==> config.mk <==
export PLATFORM = sky130hd
export DESIGN_NAME = regbank_wr_arbiter_flat
export DESIGN_NICKNAME = d
export VERILOG_FILES = /design/src/rtl/regbank_wr_arbiter_if.sv /design/src/rtl/regbank_wr_arbiter.sv /design/src/flat_wrapper.sv
export SDC_FILE = /design/constraint.sdc
export NUM_CORES = 1
export LEC_CHECK = 0
export ABC_AREA = 1
export CAP_MARGIN = 10
export CELL_PAD_IN_SITES_DETAIL_PLACEMENT = 1
export CELL_PAD_IN_SITES_GLOBAL_PLACEMENT = 1
export CORE_MARGIN = 10
export CORE_UTILIZATION = 24
export DETAILED_ROUTE_END_ITERATION = 16
export PLACE_DENSITY_LB_ADDON = 0.1
export SKIP_LAST_GASP = 1
export SYNTH_ARGS = -nofsm -noshare
export SYNTH_HDL_FRONTEND = slang
export SYNTH_SLANG_ARGS = --single-unit
==> constraint.sdc <==
create_clock -name clk -period 2.19 [get_ports clk]
set_input_delay 0.438 -clock clk [delete_from_list [all_inputs] [get_ports clk]]
set_output_delay 0.438 -clock clk [all_outputs]
set_load 0.01 [all_outputs]
==> src/rtl/regbank_wr_arbiter_if.sv <==
// Write-side bus between the writeback requesters and the register bank.
//   req/req_dr/req_data : per-requester write requests (NREQ slices)
//   gnt                 : one-hot grant back to the requesters (combinational)
//   write/dr/wrData     : registered write port into the register bank
// The slave modport is the arbiter; the master modport is the requester side.
interface regbank_wr_arbiter_if #(
  parameter int unsigned NREQ = 3,
  parameter int unsigned AW   = 5,
  parameter int unsigned DW   = 32
);
  logic [NREQ-1:0]    req;
  logic [NREQ*AW-1:0] req_dr;
  logic [NREQ*DW-1:0] req_data;
  logic [NREQ-1:0]    gnt;
  logic               write;
  logic [AW-1:0]      dr;
  logic [DW-1:0]      wrData;

  modport slave (
    input  req, req_dr, req_data,
    output gnt, write, dr, wrData
  );

  modport master (
    output req, req_dr, req_data,
    input  gnt, write, dr, wrData
  );
endinterface

==> src/rtl/regbank_wr_arbiter.sv <==
// Round-robin arbiter for the single write port of the 32x32 register bank,
// with a sequenced clear (one register per cycle) and R0 write suppression.
// Ports:
//   clk, reset (async, active-low)
//   bus          : regbank_wr_arbiter_if.slave (requests in, grant and write port out)
//   clr_start    : one-cycle pulse that starts the clear sequence
//   clr_busy     : high while the clear sequence runs
//   clr_done     : one-cycle pulse after the final clear write
//   contend_cnt  : saturating count of contended IDLE cycles
//                  (present only when REGBANK_WR_CONTEND_CNT_EN is defined)
module regbank_wr_arbiter #(
  parameter int unsigned NREQ = 3,
  parameter int unsigned AW   = 5,
  parameter int unsigned DW   = 32
) (
  input  logic                     clk,
  input  logic                     reset,
  regbank_wr_arbiter_if.slave      bus,
  input  logic                     clr_start,
  output logic                     clr_busy,
  output logic                     clr_done
`ifdef REGBANK_WR_CONTEND_CNT_EN
  ,
  output logic [15:0]              contend_cnt
`endif
);

  localparam int unsigned PW = (NREQ > 1) ? $clog2(NREQ) : 1;

  typedef enum logic [0:0] {
    S_IDLE  = 1'b0,
    S_CLEAR = 1'b1
  } state_t;

  state_t        state_q, state_d;
  logic          write_q, write_d;
  logic [AW-1:0] dr_q, dr_d;
  logic [DW-1:0] data_q, data_d;
  logic [PW-1:0] ptr_q, ptr_d;
  logic [AW-1:0] cnt_q, cnt_d;
  logic          busy_q, busy_d;
  logic          done_q, done_d;

  logic            gnt_any;
  logic [PW-1:0]   gnt_idx;
  logic [NREQ-1:0] gnt_c;
  logic [AW-1:0]   sel_dr;
  logic [DW-1:0]   sel_data;
  logic            arb_en;
  int unsigned     rr_idx;

  // Round-robin search: first asserted request at or after ptr, wrapping.
  always_comb begin
    gnt_any = 1'b0;
    gnt_idx = '0;
    rr_idx  = 0;
    for (int unsigned k = 0; k < NREQ; k++) begin
      rr_idx = 32'(ptr_q) + k;
      if (rr_idx >= NREQ) begin
        rr_idx = rr_idx - NREQ;
      end
      if (!gnt_any && bus.req[PW'(rr_idx)]) begin
        gnt_any = 1'b1;
        gnt_idx = PW'(rr_idx);
      end
    end
  end

  // Grant only while idle, out of reset, and not yielding to a clear start.
  assign arb_en = reset && (state_q == S_IDLE) && !clr_start && gnt_any;

  // One-hot grant and the selected requester's payload.
  always_comb begin
    gnt_c    = '0;
    sel_dr   = '0;
    sel_data = '0;
    for (int unsigned k = 0; k < NREQ; k++) begin
      if (PW'(k) == gnt_idx) begin
        gnt_c[k] = arb_en;
        sel_dr   = bus.req_dr[k*AW +: AW];
        sel_data = bus.req_data[k*DW +: DW];
      end
    end
  end

  // Next-state and registered-output logic.
  always_comb begin
    state_d = state_q;
    write_d = 1'b0;
    dr_d    = dr_q;
    data_d  = data_q;
    ptr_d   = ptr_q;
    cnt_d   = cnt_q;
    busy_d  = busy_q;
    done_d  = 1'b0;
    case (state_q)
      S_IDLE: begin
        if (clr_start) begin
          state_d = S_CLEAR;
          busy_d  = 1'b1;
          cnt_d   = '0;
        end else if (gnt_any) begin
          // A request to R0 is consumed but never reaches the bank.
          write_d = (sel_dr != '0);
          dr_d    = sel_dr;
          data_d  = sel_data;
          ptr_d   = (32'(gnt_idx) == NREQ - 1) ? '0 : gnt_idx + PW'(1);
        end
      end
      S_CLEAR: begin
        write_d = 1'b1;
        dr_d    = cnt_q;
        data_d  = '0;
        if (cnt_q == '1) begin
          state_d = S_IDLE;
          busy_d  = 1'b0;
          done_d  = 1'b1;
          cnt_d   = '0;
        end else begin
          cnt_d = cnt_q + AW'(1);
        end
      end
      default: begin
        state_d = S_IDLE;
        busy_d  = 1'b0;
      end
    endcase
  end

  // State and output registers.
  always_ff @(posedge clk or negedge reset) begin
    if (!reset) begin
      state_q <= S_IDLE;
      write_q <= 1'b0;
      dr_q    <= '0;
      data_q  <= '0;
      ptr_q   <= '0;
      cnt_q   <= '0;
      busy_q  <= 1'b0;
      done_q  <= 1'b0;
    end else begin
      state_q <= state_d;
      write_q <= write_d;
      dr_q    <= dr_d;
      data_q  <= data_d;
      ptr_q   <= ptr_d;
      cnt_q   <= cnt_d;
      busy_q  <= busy_d;
      done_q  <= done_d;
    end
  end

  assign bus.gnt    = gnt_c;
  assign bus.write  = write_q;
  assign bus.dr     = dr_q;
  assign bus.wrData = data_q;
  assign clr_busy   = busy_q;
  assign clr_done   = done_q;

`ifdef REGBANK_WR_CONTEND_CNT_EN
  logic [3:0]  req_cnt_c;
  logic [15:0] contend_q, contend_d;

  // Saturating count of idle cycles with two or more requests pending.
  always_comb begin
    req_cnt_c = '0;
    for (int unsigned k = 0; k < NREQ; k++) begin
      req_cnt_c = req_cnt_c + 4'(bus.req[k]);
    end
    contend_d = contend_q;
    if ((state_q == S_IDLE) && (req_cnt_c >= 4'd2) && (contend_q != 16'hFFFF)) begin
      contend_d = contend_q + 16'd1;
    end
  end

  always_ff @(posedge clk or negedge reset) begin
    if (!reset) begin
      contend_q <= '0;
    end else begin
      contend_q <= contend_d;
    end
  end

  assign contend_cnt = contend_q;
`endif

endmodule

==> src/flat_wrapper.sv <==
// flat-port wrapper written by rule: the top's interface ports become plain ports
module regbank_wr_arbiter_flat 
#(
  parameter int unsigned NREQ = 3,
  parameter int unsigned AW   = 5,
  parameter int unsigned DW   = 32
)
  (clk, reset, clr_start, clr_busy, clr_done, bus_req, bus_req_dr, bus_req_data, bus_gnt, bus_write, bus_dr, bus_wrData);
  regbank_wr_arbiter_if #(.NREQ(NREQ), .AW(AW), .DW(DW)) bus_i ();
  input  logic clk;
  input  logic reset;
  input  logic clr_start;
  output logic clr_busy;
  output logic clr_done;
  input wire logic [$bits(bus_i.req)-1:0] bus_req;
  input wire logic [$bits(bus_i.req_dr)-1:0] bus_req_dr;
  input wire logic [$bits(bus_i.req_data)-1:0] bus_req_data;
  output wire logic [$bits(bus_i.gnt)-1:0] bus_gnt;
  output wire logic [$bits(bus_i.write)-1:0] bus_write;
  output wire logic [$bits(bus_i.dr)-1:0] bus_dr;
  output wire logic [$bits(bus_i.wrData)-1:0] bus_wrData;
  assign bus_i.req = bus_req;
  assign bus_i.req_dr = bus_req_dr;
  assign bus_i.req_data = bus_req_data;
  assign bus_gnt = bus_i.gnt;
  assign bus_write = bus_i.write;
  assign bus_dr = bus_i.dr;
  assign bus_wrData = bus_i.wrData;
  regbank_wr_arbiter #(.NREQ(NREQ), .AW(AW), .DW(DW)) u_core (.clk(clk), .reset(reset), .bus(bus_i), .clr_start(clr_start), .clr_busy(clr_busy), .clr_done(clr_done));
endmodule
# Word-level counts from Yosys, hierarchy flattened
# Cells that the tools add are included.
totals:
  regBits: 48
  latch_bits: 0
  mem_bits_rw: 0
  mem_bits_ro: 0
  inputBits: 117
  elab_cells: 89
  memories: 0
op_classes:
  n_addsub: 7
  mul: 0
  div_mod_pow: 0
  magnitude_cmp: 6
  n_eq_ne: 8
  n_shift: 0
  n_mux: 45
  n_bitwise: 2
  n_reduce_logical: 13
op_table:
  columns: ["operator", "n"]
  rows:
  - ["$mux 32", 5]
  - ["$pmux 32 s2", 1]
  - ["$mux 5", 7]
  - ["$pmux 5 s2", 2]
  - ["$mux 1", 17]
  - ["$mux 2", 7]
  - ["$lt 2x3->1 const B", 3]
  - ["$bmux 1 s2", 3]
  - ["$ge 3x2->1 const B", 2]
  - ["$ne 2x2->1 const B", 3]
  - ["$pmux 1 s2", 3]
  - ["$sub 2x2->2 const B", 3]
  - ["$add 5x1->5 const B", 1]
  - ["$eq 5x5->1 const B", 1]
  - ["$logic_and 1x1->1", 5]
  - ["$reduce_bool 5->1", 1]
  - ["$reduce_and 2->1", 2]
  - ["$add 2x1->3 const B", 1]
  - ["$add 2x2->3 const B", 1]
  - ["$logic_not 1->1", 3]
  - ["$reduce_and 3->1", 1]
  - ["$add 2x1->2 const B", 1]
  - ["$eq 1x2->1 const A", 1]
  - ["$eq 2x2->1 const A", 1]
  - ["other kinds (5)", 6]

# Depth between registers and ports, before layout
depth:
  word_depth: 19
  depth_mapped: 17

# Worst setup path before layout
# No wires, ideal clock.
synth_path:
  kind: "register to output"
  startpoint: "reg u_core.ptr_q[0]"
  endpoint: "out bus_gnt[2]"
  t_arrival_ns: 1.885
  required_ns: 1.752
  setup_slack_ns: -0.133
  path_stages_with_launch: 13
  cell_sequence: "dfrtp_1 inv_1 ha_1 inv_2 nand2_1 nand3_1 nand2_2 nor2_4 nand3_2 nand2_4 inv_4 buf_2 nor3_1"
synth_between:
  elab_chain_cells: 13
synth_rtl:
  columns: ["item", "line", "source"]
  rows:
  - ["start, declared", "regbank_wr_arbiter.sv:39", "logic [PW-1:0] ptr_q, ptr_d;"]
  - ["start signal, assigned", "regbank_wr_arbiter.sv:146", "ptr_q <= ptr_d;"]
  - ["branches (longest 12 deep; another with $add 2x1->3)", null, null]
  - ["$mux 1 (*)", "regbank_wr_arbiter.sv:78", "if (PW'(k) == gnt_idx) begin"]
  - ["end, declared", "flat_wrapper.sv:18", "output wire logic [$bits(bus_i.gnt)-1:0] bus_gnt;"]
# Mark *: on every way between the ends. The select of a mux whose other input is x is not followed.

# Final worst setup path
layout_path:
  startpoint: "reg u_core.ptr_q[0]"
  endpoint: "out bus_gnt[1]"
layout_between:
  elab_chain_cells: 13
layout_rtl:
  columns: ["item", "line"]
  rows:
  - ["branches (longest 12 deep; another with $add 2x1->3)", null]
  - ["$mux 1 (*)", "regbank_wr_arbiter.sv:78"]
# Marked as above.

==> results.md <==
* Run status: complete, but fails checks
* Failing checks: negative setup slack
* Fin area at 5520 um2
* Drt first-iter violations at 128
* Max Root-Sink Buffers at 2
* Drt wl/cell at 18.9 um
* Post-synthesis register bit count at 48
* Root buf cell: clkbuf_16
* Total power at 6680 uW
* Hold WC Path Type: input port to async pin
* Grt met2 use at 28.7%
* Yosys top cell area share at 42.1%
* Hold Vio Cnt, Final at 0
* Seq/Total Area, Yosys at 42.1%
* Leakage at 0.00252 uW
* Final setup viols at 26
* TritonRoute pass-1 iters at 4
* Met3 global-route usage at 3.41%
* Worst-Margin Slew at 676 ps
* Cells after Synth at 383
* Peak Freq at 392 MHz
* Slew Viols, Final at 0
* Global routing usage on met1 at 18.8%
* CP Launch Type: flop
* PwrDens at 1210 nW/um2
* Crit path time final at 2550 ps
* Clock transition at path regs at 70 ps
* Die H at 129 um
* RSZ-0062 raised after global routing: yes
* Syn avg cell area at 7.44 um2
* Depth of the CTS H-tree at 2
* Yosys Warn Count at 0
* Routed Antenna Nets at 0
* Vias per Instance at 4.70
* Cell accounting for the most synthesized area: dfrtp_1
* Most common cell after layout, fill and taps aside: clkdlybuf4s50_1
* Congestion Overflow GR at 0
* Yosys cell types at 31
* Global-route wire length before repair at 21,000 um
* Setup TNS Final at -4230 ps
* Dpl ws at -778 ps
* Synthesized Nets at 506
* Vias at 3,435
* TritonCTS clock tree: built
* Die W at 129 um
* I/O pins at 160
* Port Buffers at 159
* Slew HR at 55.0%
* Initial antenna violation count at 0
* Vias in the first global route at 3,799
* Share of layout cells above drive strength 1 at 21.3%
* GRT Util Overall at 15.9%
* Grt peak-use layer: met2
* Arrival time worst endpoint at 2110 ps
* Peak VDD IR at 665 uV
* Most frequent cells in the layout: clkdlybuf4s50_1, nand2_1, dfrtp_1, buf_4, nand3_1
* Final WL at 13,800 um
* CTS sink cnt at 48
* DP HPWL at 10,400 um
* Worst-Skew Late Latency at 290 ps
* Post-route DRC at 0
* Final Cycle Share at 117%
* Endpoint class of the critical path: output pin
* Clk_skew at 12.4 ps
* Hold_ws at 318 ps
* Synth area leaders: dfrtp_1, nand2_1, nand3_1
* Core ar. at 11,500 um2
* Die area at 16,600 um2
* Dpl cell area at 4820 um2
* Worst EP required at 1750 ps
* Largest net degree at the start of global routing at 49
* GPL Wtd Cong at 0.837
* Fin worst setup slack at -362 ps
* Cts bufs inserted at 5
* FP Rows at 39
* P&R area growth vs syn at 93.7%
* Total Nets Final at 709
* Synthesized area at 2850 um2
* Max cap viols at 0
* Largest fanout on the critical path at 5
* Starting Density at 24.8%
* Worst Reg-to-Reg Cells at 18
* Critical path type: flop to output pin
-- critical path, cell delays in order, from the launching register on --
cell     delay, ps
dfrtp_1        430
inv_2           90
ha_4           270
inv_4           80
nand2_2         50
nand3_2         50
nand2_2         60
nor2_4         160
nand3_2         90
nand2_2        100
nor2_4          50
buf_4          140
nand2_2         60
nor2_1          40
buf_2          140
-- Yosys cell counts --
library cell  count
nand2_1         164
dfrtp_1          48
nand3_1          33
inv_1            25
nand4_1          14
o21ai_0          10
a21oi_1           8
buf_4             8
nor2_1            8
o21ai_1           8
a22o_1            6
ha_1              6
inv_2             6
nand3_2           5
buf_2             4
nor2_4            4
o22ai_1           4
nand2_2           3
o211ai_1          3
a22oi_1           2
buf_6             2
nand2_4           2
o221ai_1          2
a31oi_2           1
clkbuf_1          1
clkinv_1          1
inv_4             1
nor3_1            1
o21bai_2          1
or2_0             1
xor2_1            1
-- state kept, by name, summed over array words and instances, names as in the netlist --
signal,count
u_core.state_q,1
u_core.cnt_q,5
u_core.clr_busy,1
u_core.bus.write,1
u_core.ptr_q,2
u_core.bus.wrData,32
u_core.clr_done,1
u_core.bus.dr,5
-- cells by family (layout without fill, tap and decap cells) --
group	Yosys count	in the layout	synth area share, %
AND/OR/NAND/NOR	235	235	36.7
AO/OA/AOI/OAI	45	45	10.1
XOR/XNOR	1	1	0.307
adder cells (fa/ha/maj)	6	6	2.63
flip-flops	48	48	42.1
other	0	1	0
buffers and inverters	48	252	8.16
-- path summary, 6_finish.rpt --
kind	startpoint	endpoint	slack (ps)
min reg2reg	u_core.bus.wrData[26]	u_core.bus.wrData[26]	480
max reg2reg	u_core.ptr_q[0]	u_core.bus.wrData[9]	-220
min	reset	u_core.bus.wrData[8]	320
max	u_core.ptr_q[0]	bus_gnt[1]	-360
min in group clk	u_core.bus.wrData[26]	u_core.bus.wrData[26]	480
max in group asynchronous	reset	u_core.bus.write	1410
-- metrics by stage --
stage	std cells	util, %
floorplan	383	-
global placement	702	41.8
detailed placement	702	41.8
CTS	722	45.1
global route	730	47.9
finish	731	47.9
-- power breakdown --
part | leakage (uW) | total (uW) | internal, uW | switching, uW
logic | 0.00180 | 4380 | 2210 | 2170
clock network | 0.0000944 | 1040 | 660 | 381
registers | 0.000633 | 1260 | 1100 | 162
-- layer usage --
| layer | up-vias | part of all wire [%] |
|---|---|---|
| met5 | - | 0 |
| met4 | 0 | 1.3 |
| met3 | 10 | 5.7 |
| met2 | 96 | 51 |
| met1 | 1665 | 42 |
| li1 | 1664 | - |
-- repair_timing --
| action | in CTS | in global routing |
|---|---|---|
| buffers inserted | 12 | 4 |
| endpoints found under the setup margin | 24 | 41 |
| hold buffers | 0 | 0 |
| pin swaps | 15 | 20 |
| resized for setup | 33 | 50 |
| gates cloned | 1 | 5 |
-- layout make-up --
type | count | area, um2
Antenna cell | 1 | 2.50
Clock buffer | 5 | 125
Clock inverter | 3 | 68.8
Fill cell | 1389 | 5990
Inverter | 33 | 136
Multi-Input combinational cell | 287 | 1620
Sequential cell | 48 | 1200
Tap cell | 143 | 179
Timing Repair Buffer | 211 | 2190
Power figures use the tool's default switching activity.
